## src/rtl/vigenere_cipher_stream.sv

```systemverilog
// vigenere_cipher_stream: streaming Vigenere cipher over ASCII bytes with a programmable key.
// Ports:
//   clk, rst                 rising-edge clock, asynchronous active-high reset
//   key_we/key_addr/key_data write one key shift entry (0..25, 26..31 folded down)
//   len_we/len_data          write the active key length (clamped to 1..KEY_LEN)
//   mode                     0 = encrypt, 1 = decrypt, sampled per accepted beat
//   s_valid/s_ready/s_data/s_last  input byte stream
//   m_valid/m_ready/m_data/m_last  output byte stream, one registered stage
module vigenere_cipher_stream #(
    parameter int KEY_LEN       = 8,
    parameter int DEFAULT_SHIFT = 3,
    localparam int AW           = $clog2(KEY_LEN)
) (
    input  logic          clk,
    input  logic          rst,
    input  logic          key_we,
    input  logic [AW-1:0] key_addr,
    input  logic [4:0]    key_data,
    input  logic          len_we,
    input  logic [AW:0]   len_data,
    input  logic          mode,
    input  logic          s_valid,
    output logic          s_ready,
    input  logic [7:0]    s_data,
    input  logic          s_last,
    output logic          m_valid,
    input  logic          m_ready,
    output logic [7:0]    m_data,
    output logic          m_last
);
    localparam logic [4:0]  DEF = 5'(DEFAULT_SHIFT);
    localparam logic [AW:0] KL  = (AW + 1)'(KEY_LEN);

    logic [4:0]    key [KEY_LEN];
    logic [AW:0]   klen;
    logic [AW-1:0] pos;
    logic [4:0]    k, sh, off, rot;
    logic [5:0]    sum;
    logic [7:0]    base, enc;
    logic          upper, lower, letter, in_xfer, pos_end;

    assign s_ready = !m_valid || m_ready;
    assign in_xfer = s_valid && s_ready;

    // Decrypt shifts by the additive inverse so one adder serves both modes.
    always_comb begin
        k       = key[pos];
        sh      = mode ? (k == 5'd0 ? 5'd0 : 5'd26 - k) : k;
        upper   = s_data >= 8'h41 && s_data <= 8'h5a;
        lower   = s_data >= 8'h61 && s_data <= 8'h7a;
        letter  = upper || lower;
        base    = upper ? 8'h41 : 8'h61;
        off     = 5'(s_data - base);
        sum     = {1'b0, off} + {1'b0, sh};
        rot     = sum >= 6'd26 ? 5'(sum - 6'd26) : sum[4:0];
        enc     = letter ? base + {3'b000, rot} : s_data;
        pos_end = ({1'b0, pos} + (AW + 1)'(1)) == klen;
    end

    always_ff @(posedge clk or posedge rst) begin
        if (rst) begin
            m_valid <= 1'b0;
            m_data  <= 8'h00;
            m_last  <= 1'b0;
        end else if (in_xfer) begin
            m_valid <= 1'b1;
            m_data  <= enc;
            m_last  <= s_last;
        end else if (m_ready) begin
            m_valid <= 1'b0;
        end
    end

    // Configuration writes restart the key and win over any same-cycle advance.
    always_ff @(posedge clk or posedge rst) begin
        if (rst) begin
            for (int i = 0; i < KEY_LEN; i++) key[i] <= DEF;
            klen <= (AW + 1)'(1);
            pos  <= '0;
        end else begin
            if (key_we) key[key_addr] <= key_data >= 5'd26 ? key_data - 5'd26 : key_data;
            if (len_we) klen <= len_data == '0 ? (AW + 1)'(1) : (len_data > KL ? KL : len_data);
            if (key_we || len_we) pos <= '0;
            else if (in_xfer && s_last) pos <= '0;
            else if (in_xfer && letter) pos <= pos_end ? '0 : pos + AW'(1);
        end
    end
endmodule

```

## config.mk

```make
export PLATFORM = sky130hd
export DESIGN_NAME = vigenere_cipher_stream
export DESIGN_NICKNAME = d
export VERILOG_FILES = /design/src/rtl/vigenere_cipher_stream.sv
export SDC_FILE = /design/constraint.sdc
export NUM_CORES = 1
export LEC_CHECK = 0
export CELL_PAD_IN_SITES_DETAIL_PLACEMENT = 1
export CELL_PAD_IN_SITES_GLOBAL_PLACEMENT = 2
export CORE_AREA = 5 5 73 142
export CTS_CLUSTER_SIZE = 24
export DETAILED_ROUTE_END_ITERATION = 16
export DIE_AREA = 0 0 78 147
export GPL_TIMING_DRIVEN = 0
export PLACE_DENSITY = 0.86
export SLEW_MARGIN = 20
export SYNTH_ARGS = -nofsm -noshare
export SYNTH_HDL_FRONTEND = slang
export SYNTH_SLANG_ARGS = --single-unit
```

## constraint.sdc

```tcl
create_clock -name clk -period 15.5 [get_ports clk]
set_clock_uncertainty 0.1 [all_clocks]
set_input_delay 3.1 -clock clk [delete_from_list [all_inputs] [get_ports clk]]
set_output_delay 3.1 -clock clk [all_outputs]
set_load 0.005 [all_outputs]
```

==> results of run 1 <==
## worst max path at each step
stage               depth (start not counted)   endpoint  start
floorplan                                  17  m_data[6]   mode
global placement                           18  m_data[6]   mode
detailed placement                         18  m_data[6]   mode
CTS                                        18  m_data[6]   mode
global route                               18  m_data[6]   mode
finish                                     18  m_data[6]   mode
## placed cells by master, fill, tap and decap left out, types with 9 or more instances in the layout
cell                              Yosys  layout
sky130_fd_sc_hd__a21oi_1             12      12
sky130_fd_sc_hd__clkbuf_16            0       9
sky130_fd_sc_hd__clkdlybuf4s50_1      0      37
sky130_fd_sc_hd__dfrtp_1             40      40
sky130_fd_sc_hd__dfstp_2             17      17
sky130_fd_sc_hd__ha_1                14      14
sky130_fd_sc_hd__inv_1               19      18
sky130_fd_sc_hd__mux2_2              12      12
sky130_fd_sc_hd__mux4_2              10      10
sky130_fd_sc_hd__nand2_1             56      56
sky130_fd_sc_hd__nand3_1             10      10
sky130_fd_sc_hd__nor2_1              21      21
sky130_fd_sc_hd__o21ai_0             42      42
## cells by family (layout without fill, tap and decap cells)
kind of cell,Yosys count,after routing,share of synthesized area (%)
AO/OA/AOI/OAI,90,90,16.1
multiplexers,29,29,12.7
AND/OR/NAND/NOR,122,122,16.7
flip-flops,57,57,42.6
adder cells (fa/ha/maj),15,15,5.74
buffers and inverters,26,79,2.91
XOR/XNOR,13,13,3.35
## registers in the layout, indices dropped and copies added, names as in the netlist
register,cells
m_data,8
m_valid,1
klen,4
key,40
m_last,1
pos,3
## worst max-delay path, delay by kind of cell
kind / cells / cell delay, ns
AOI/OAI and AO/OA: 4 / 0.81
xor gates and xnor gates: 2 / 0.53
adders and majority gates: 3 / 0.89
buffers and inverters: 2 / 0.69
muxes: 1 / 0.27
and+or+nand+nor: 6 / 1.29
## routing by layer
metal  wire (µm)  up-vias
li1            -     1356
met1        3750     1412
met2        4700       37
met3         307       17
met4         146        0
met5           0        -
## per-stage QoR
| stage | setup WS (ns) | hold WS [ns] | utilization, % | cell area [µm²] | total power, mW |
|---|---|---|---|---|---|
| floorplan | 8.87 | 0.345 | - | 3400 | 0.332 |
| global placement | 7.89 | 0.358 | 42.4 | 3900 | 0.380 |
| CTS | 8.06 | 0.381 | 46.0 | 4230 | 0.613 |
| finish | 8.02 | 0.378 | 46.0 | 4230 | 0.604 |
| detailed placement | 7.79 | 0.367 | 42.4 | 3900 | 0.391 |
| global route | 7.76 | 0.407 | 46.0 | 4230 | 0.644 |
## final cells by class
class                   instances  area [µm²]
fillers                      1047        4960
multi-input cells             269        1850
flip-flops and latches         57        1450
repair buffers                 37         370
clock buffers                  10         239
well taps                     104         130
clock inverters                 6        90.1
inverters                      19        73.8
plain buffers                   7        27.5
## power groups by stage
stage	Combinational (mW)	Clock, mW	Sequential, mW
floorplan	0.139	0	0.193
global placement	0.185	0	0.195
detailed placement	0.194	0	0.197
CTS	0.196	0.222	0.195
global route	0.219	0.228	0.198
finish	0.194	0.215	0.195
==> results.tsv, run 1 <==
stage	metric	value	unit
worst_hold_path	hold wc startpoint	m_last	
clock_tree	total number of clock tree sinks	57	
clock_tree	number of buffers on the longest clock path	2	
synthesis	average size of a mapped cell	9.66	µm²
grt	pin count of the biggest net entering global routing	58	
synthesis	leading cell types by total area after synthesis	sky130_fd_sc_hd__dfrtp_1 (29%), sky130_fd_sc_hd__dfstp_2 (13%), sky130_fd_sc_hd__mux4_2 (6.6%)	
sta	unrepaired setup endpoints after global routing	no	
finish	layout cells sized above 1	15.3	%
power	pwr dens	143	nW/µm²
synthesis	distinct cell type count of the synthesized netlist	52	
synthesis	flop and latch count out of synthesis	57	
detailed_routing	DRT antenna net count	0	
floorplanning	height of the die	147	µm
floorplanning	number of top-level pins	39	
synthesis	part of the Yosys area used for sequential elements	42.6	%
grt	met2 track demand over resource in global routing	29.8	%
sta	hold violation count in the final report	0	
grt	overall overflow remaining after global route	0	
placement	number of placed cells counting well taps	493	
grt	layer with the highest usage after global routing	met2	
synthesis	Synth area leader	sky130_fd_sc_hd__dfrtp_1	
sta	Tmin final	7.48	ns
power	Pint	0.416	mW
placement	input/output buffers	37	
sta	final cycle utilization of the critical path	48.3	%
synthesis	main flop type after synthesis	sky130_fd_sc_hd__dfrtp_1	
clock_tree	root buffer cell	sky130_fd_sc_hd__clkbuf_16	
synthesis	warnings from Yosys	0	
synthesis	share of Yosys cell area claimed by the top area cell type	29.4	%
power	sw power	0.188	mW
setup_path	Worst Path Required	15.61	ns
detailed_routing	number of design-rule violations left by the first detailed-router iteration	80	
detailed_routing	post-DR wirelength/cell	17.5	µm
synthesis	Post-synth EDFFs	0	
sta	Final Max Tran Viols	0	
floorplanning	Initial Util	37.0	%
setup_path	startpoint-to-endpoint class of the critical path	in2reg	
grt	via count of the first global-routing pass	3139	
power	power share of the sequential group	32.3	%
grt	Global Route Usage Sum	16.8	%
finish	final instance count without filler cells	509	
setup_path	Crit. End Element	register	
sta	measured slew at the worst slew-check pin	0.701	ns
floorplanning	core box area	9200	µm²
synthesis	post-synthesis cell count	352	
setup_path	cell at the slowest stage of the critical path	sky130_fd_sc_hd__clkdlybuf4s50_1	
grt	met3 track utilization from global routing	4.11	%
sta	Setup Viol. Count Final	0	
detailed_routing	vias after detailed routing	2822	
worst_hold_path	Hold Path Depth	2	
setup_path	critical path arrival	7.59	ns
synthesis	most common cell in the synthesized netlist	sky130_fd_sc_hd__nand2_1	
setup_path	maximum fanout encountered on the critical timing path	7	
sta	worst max-slew margin expressed relative to the limit	53.3	%
power	leakage power	1.80	nW
synthesis	list of most frequent post-synthesis cells	sky130_fd_sc_hd__nand2_1 (56), sky130_fd_sc_hd__o21ai_0 (42), sky130_fd_sc_hd__dfrtp_1 (40)	
setup_path	critical-path cell list	clkdlybuf4s50_1 > nand2_1 > nor2_1 > nor2_1 > ha_1 > fa_1 > xor2_1 > o22ai_1 > or2_1 > o21ai_1 > xnor2_1 > ha_1 > inv_1 > or3_1 > nor3b_1 > a221o_1 > a21boi_0 > mux2_2	
grt	GR met1 Demand/Resource	19.5	%
setup_path	CP peak stage delay	0.63	ns
detailed_routing	total length of routed wires	8900	µm
setup_path	worst-case register-to-register setup slack	9.18	ns
worst_hold_path	sink of the worst hold path	m_last	
clock_tree	post_cts resized	0	
sta	post-route setup TNS	0	ns
clock_tree	TritonCTS clock tree	built	
placement	last weighted congestion value of the routability-driven placer	0.823	
setup_path	cell depth of the worst flop-to-flop path	22	
detailed_routing	Vias per Instance	5.54	
power	Clock Power Share	35.6	%
sta	Highest Clock Rate	0.134	GHz
status	status	finished, final reports clean	
clock_tree	Post CTS Setup Buffer Count	0	
setup_path	startpoint of the worst-slack reg-to-reg timing path	pos[0]	
clock_tree	number of buffers added by the clock tree synthesis step	9	
finish	relative area change from synthesis to final layout	24.5	%
setup_path	crit path launch type	input pin	
grt	initial antenna violation count	0	
clock_tree	H-tree Lvls	3	
flow_run	# Max-Cap Violations	0	
clock_tree	# hold bufs at CTS	0	
placement	total half-perimeter wirelength after legalization and detailed placement	6710	µm
detailed_routing	Post-route DRC	0	
floorplanning	placement row count	50	
setup_path	FF-to-FF End	m_data[6]	
floorplanning	die extent in x	78	µm
clock_tree	Clock Latency Late Sink	0.33	ns
synthesis	Netlist Area Pre-Place	3400	µm²
floorplanning	Die Footprint	11500	µm²
finish	number of inserted diodes	0	
worst_hold_path	worst hold-check path type	reg2reg	
power	share of total power consumed by net switching	31.1	%
grt	wire length of the first global-routing pass	15400	µm
detailed_routing	number of iterations in the first detailed-routing pass	4	
power	Max rail drop VDD	77.8	µV
synthesis	fraction of synthesis flops using an asynchronous set or reset pin	100	%
finish	number of nets at the end of the flow	443	
synthesis	total nets after synthesis	395	
power	fraction of power consumed by combinational cells	32.1	%
clock_tree	clock transition at the registers of the reported paths	0.05	ns
(Power assumes the default switching activity.)
==> run 2: changes to the inputs <==
--- a/config.mk
+++ b/config.mk
@@ -7,12 +7,12 @@
 export LEC_CHECK = 0
 export CELL_PAD_IN_SITES_DETAIL_PLACEMENT = 1
 export CELL_PAD_IN_SITES_GLOBAL_PLACEMENT = 2
-export CORE_AREA = 5 5 73 142
+export CORE_AREA = 5 5 79 154
 export CTS_CLUSTER_SIZE = 24
 export DETAILED_ROUTE_END_ITERATION = 16
-export DIE_AREA = 0 0 78 147
+export DIE_AREA = 0 0 84 159
 export GPL_TIMING_DRIVEN = 0
-export PLACE_DENSITY = 0.86
+export PLACE_DENSITY = 0.78
 export SLEW_MARGIN = 20
 export SYNTH_ARGS = -nofsm -noshare
 export SYNTH_HDL_FRONTEND = slang
==> constraint.sdc (replaced) <==
create_clock -name clk -period 6.67 [get_ports clk]
set_clock_uncertainty 0.1 [all_clocks]
set_input_delay 1.334 -clock clk [delete_from_list [all_inputs] [get_ports clk]]
set_output_delay 1.334 -clock clk [all_outputs]
set_load 0.005 [all_outputs]
==> run 2 against run 1 <==
Register-to-register slack worse by 8.7 ns. Global-route usage is 2.2 points lower. Cell count is 7.1% higher. Setup slack worse by 7.6 ns. Critical path depth is 4 higher. Total power is 130% higher. Worst hold slack hardly changed. Cell area is 0.30% higher. Utilization is 6.8 points lower. First-iteration DRC count is 49% lower. Critical path type is now reg2reg. Largest power group is now combinational logic.
==> results.tsv, run 2 (synthesis gave the netlist of run 1 again) <==
stage	metric	value	unit	change
clock_tree	Clock Latency Late Sink	0.33	ns	about the same
placement	total half-perimeter wirelength after legalization and detailed placement	7570	µm	+13%
finish	largest registers in the final layout	key: 40 flops, m_data: 8 flops, klen: 4 flops		
finish	max reg flops	40		unchanged
clock_tree	TritonCTS clock tree	built		
clock_tree	# hold bufs at CTS	0		unchanged
clock_tree	post_cts resized	0		unchanged
power	Pint	0.919	mW	+120%
worst_hold_path	worst hold-check path type	reg2reg		
sta	hold violation count in the final report	0		unchanged
power	leakage power	1.78	nW	-1.1%
sta	worst max-slew margin expressed relative to the limit	52.1	%	-1.1 points
power	Clock Power Share	33.5	%	-2.1 points
sta	final cycle utilization of the critical path	93.2	%	
flow_run	# Max-Cap Violations	0		unchanged
clock_tree	number of buffers added by the clock tree synthesis step	9		unchanged
finish	final instance count without filler cells	545		+7.1%
sta	Tmin final	6.22	ns	
setup_path	worst-case register-to-register setup slack	0.45	ns	-8.73 ns
grt	initial antenna violation count	0		unchanged
detailed_routing	number of iterations in the first detailed-routing pass	4		unchanged
setup_path	crit path launch type	register		
grt	wire length of the first global-routing pass	15500	µm	+0.40%
detailed_routing	post-DR wirelength/cell	17.4	µm	-0.36%
clock_tree	number of buffers on the longest clock path	2		unchanged
finish	number of nets at the end of the flow	443		unchanged
detailed_routing	number of design-rule violations left by the first detailed-router iteration	41		-49%
setup_path	FF-to-FF End	m_data[6]		
power	fraction of power consumed by combinational cells	33.4	%	+1.3 points
clock_tree	H-tree Lvls	3		unchanged
floorplanning	die extent in x	84	µm	+7.7%
setup_path	end point of the critical path	m_data[6]		
clock_tree	total number of clock tree sinks	57		unchanged
finish	layout cells sized above 1	15.1	%	-0.25 points
setup_path	maximum fanout encountered on the critical timing path	10		+3
sta	Highest Clock Rate	0.161	GHz	
placement	input/output buffers	37		unchanged
setup_path	startpoint of the worst-slack reg-to-reg timing path	pos[0]		
sta	post-route setup TNS	0	ns	unchanged
setup_path	cell depth of the worst flop-to-flop path	22		unchanged
detailed_routing	wire length on met3	198	µm	-36%
setup_path	Crit. End Element	register		
clock_tree	root buffer cell	sky130_fd_sc_hd__clkbuf_16		
grt	via count of the first global-routing pass	3151		+0.38%
finish	most used cells in the layout excluding fill and tap cells	sky130_fd_sc_hd__nand2_1 (56), sky130_fd_sc_hd__o21ai_0 (42), sky130_fd_sc_hd__dfrtp_1 (40), sky130_fd_sc_hd__clkdlybuf4s50_1 (37), sky130_fd_sc_hd__nor2_1 (21)		
setup_path	Worst Path Required	6.79	ns	-8.82 ns
floorplanning	Die Footprint	13400	µm²	+16%
detailed_routing	Post-route DRC	0		unchanged
grt	pin count of the biggest net entering global routing	58		unchanged
sta	unrepaired setup endpoints after global routing	no		
detailed_routing	Vias per Instance	5.11		-7.8%
power	sw power	0.453	mW	+140%
detailed_routing	DRT antenna net count	0		unchanged
floorplanning	Initial Util	31.4	%	-5.5 points
power	power share of the sequential group	33.1	%	+0.8 points
placement	last weighted congestion value of the routability-driven placer	0.769		-6.5%
power	Max rail drop VDD	255	µV	+230%
detailed_routing	Top Metal Used	met4		
sta	Setup Viol. Count Final	0		unchanged
floorplanning	core box area	10800	µm²	+18%
floorplanning	placement row count	54		+8.0%
setup_path	critical path arrival	6.34	ns	-1.25 ns
grt	Global Route Usage Sum	14.7	%	-2.2 points
power	share of total power consumed by net switching	33.0	%	+1.9 points
placement	number of placed cells counting well taps	529		+7.3%
clock_tree	clock transition at the registers of the reported paths	0.06	ns	about the same
floorplanning	number of top-level pins	39		unchanged
setup_path	startpoint-to-endpoint class of the critical path	reg2reg		
finish	number of inserted diodes	0		unchanged
status	status	finished, final reports clean		
finish	relative area change from synthesis to final layout	24.8	%	
sta	Final Max Tran Viols	0		unchanged
power	pwr dens	323	nW/µm²	+130%
detailed_routing	detailed-routing wirelength on met1	3200	µm	-15%
grt	overall overflow remaining after global route	0		unchanged
detailed_routing	total length of routed wires	9490	µm	+6.7%
setup_path	crit path launch	pos[0]		
sta	measured slew at the worst slew-check pin	0.718	ns	+0.0166 ns
finish	most common cell after layout, fill and taps aside	sky130_fd_sc_hd__nand2_1		
detailed_routing	detailed-routed wire length on met2	5770	µm	+23%
finish	register with the highest flop count	key		
floorplanning	height of the die	159	µm	+8.2%
detailed_routing	vias after detailed routing	2786		-1.3%
clock_tree	Post CTS Setup Buffer Count	0		unchanged
run 2: changes by cell type in the layout (fill, tap and decap cells not counted):
cell	before	now
sky130_fd_sc_hd__bufinv_16	2	1
sky130_fd_sc_hd__clkinvlp_4	1	2
sky130_fd_sc_hd__clkbuf_8	1	0
sky130_fd_sc_hd__clkbuf_1	5	6
run 2: worst min-delay path by stage:
stage                  from      end  cells past startpoint
floorplan           key[27]  key[27]                      2
global placement    key[33]  key[33]                      2
detailed placement  key[29]  key[29]                      2
CTS                 key[29]  key[29]                      2
global route        key[11]  key[11]                      2
finish              key[11]  key[11]                      2
run 2: through the flow:
stage               util [%]  power (mW)  hold WS (ns)  area, µm²  worst slack (ns)
floorplan                  -       0.771         0.345       3400              1.31
global placement        36.5       0.902         0.357       3950             0.527
detailed placement      36.5       0.923         0.370       3950             0.401
CTS                     39.3        1.39         0.381       4240             0.355
global route            39.3        1.46         0.399       4240            0.0406
finish                  39.3        1.37         0.378       4240             0.451
run 2: area by class of cell:
cell class,instances,area (µm²)
clock inverter,6,67.6
fill,1287,6570
buffer,7,27.5
inverter,19,73.8
sequential,57,1450
multi-input combinational,269,1850
timing repair buffer,37,370
clock buffer,10,229
tap,140,175
run 2: power by group through the flow:
| stage | Combinational, mW | Clock, mW | Sequential, mW |
|---|---|---|---|
| 6_report | 0.459 | 0.459 | 0.454 |
| 5_1_grt | 0.516 | 0.482 | 0.460 |
| 4_1_cts | 0.467 | 0.469 | 0.455 |
| 3_5_place_dp | 0.464 | 0 | 0.460 |
| 3_3_place_gp | 0.447 | 0 | 0.455 |
| 2_1_floorplan | 0.322 | 0 | 0.449 |
run 2: routing by layer:
layer	GRT usage, %	vias to the layer above
met3	2.49	21
met2	29.8	39
met1	13.1	1374
li1	-	1352
met4	7.61	0
met5	0	-
run 2: worst max-delay path: stages, from the launching register on:
cell,delay (ns)
sky130_fd_sc_hd__dfrtp_1,0.36
sky130_fd_sc_hd__clkbuf_1,0.34
sky130_fd_sc_hd__buf_2,0.38
sky130_fd_sc_hd__mux4_2,0.56
sky130_fd_sc_hd__mux2i_1,0.27
sky130_fd_sc_hd__ha_1,0.23
sky130_fd_sc_hd__nand3_1,0.08
sky130_fd_sc_hd__nor2_1,0.24
sky130_fd_sc_hd__nor2_1,0.08
sky130_fd_sc_hd__ha_1,0.24
sky130_fd_sc_hd__fa_1,0.44
sky130_fd_sc_hd__a211o_1,0.32
sky130_fd_sc_hd__and3_1,0.19
sky130_fd_sc_hd__or2_1,0.26
sky130_fd_sc_hd__o21ai_1,0.37
sky130_fd_sc_hd__xnor2_1,0.18
sky130_fd_sc_hd__ha_1,0.25
sky130_fd_sc_hd__inv_1,0.07
sky130_fd_sc_hd__or3_1,0.37
sky130_fd_sc_hd__nor3b_1,0.19
sky130_fd_sc_hd__a221o_1,0.18
sky130_fd_sc_hd__a21boi_0,0.10
sky130_fd_sc_hd__mux2_2,0.27
==> run 3: changes to the inputs <==
--- a/config.mk
+++ b/config.mk
@@ -12,6 +12,7 @@
 export DETAILED_ROUTE_END_ITERATION = 16
 export DIE_AREA = 0 0 84 159
 export GPL_TIMING_DRIVEN = 0
+export HOLD_SLACK_MARGIN = 0.15
 export PLACE_DENSITY = 0.78
 export SLEW_MARGIN = 20
 export SYNTH_ARGS = -nofsm -noshare
==> results of run 3 <==
No change in the layout: final DEF, timing and power equal those of run 2.
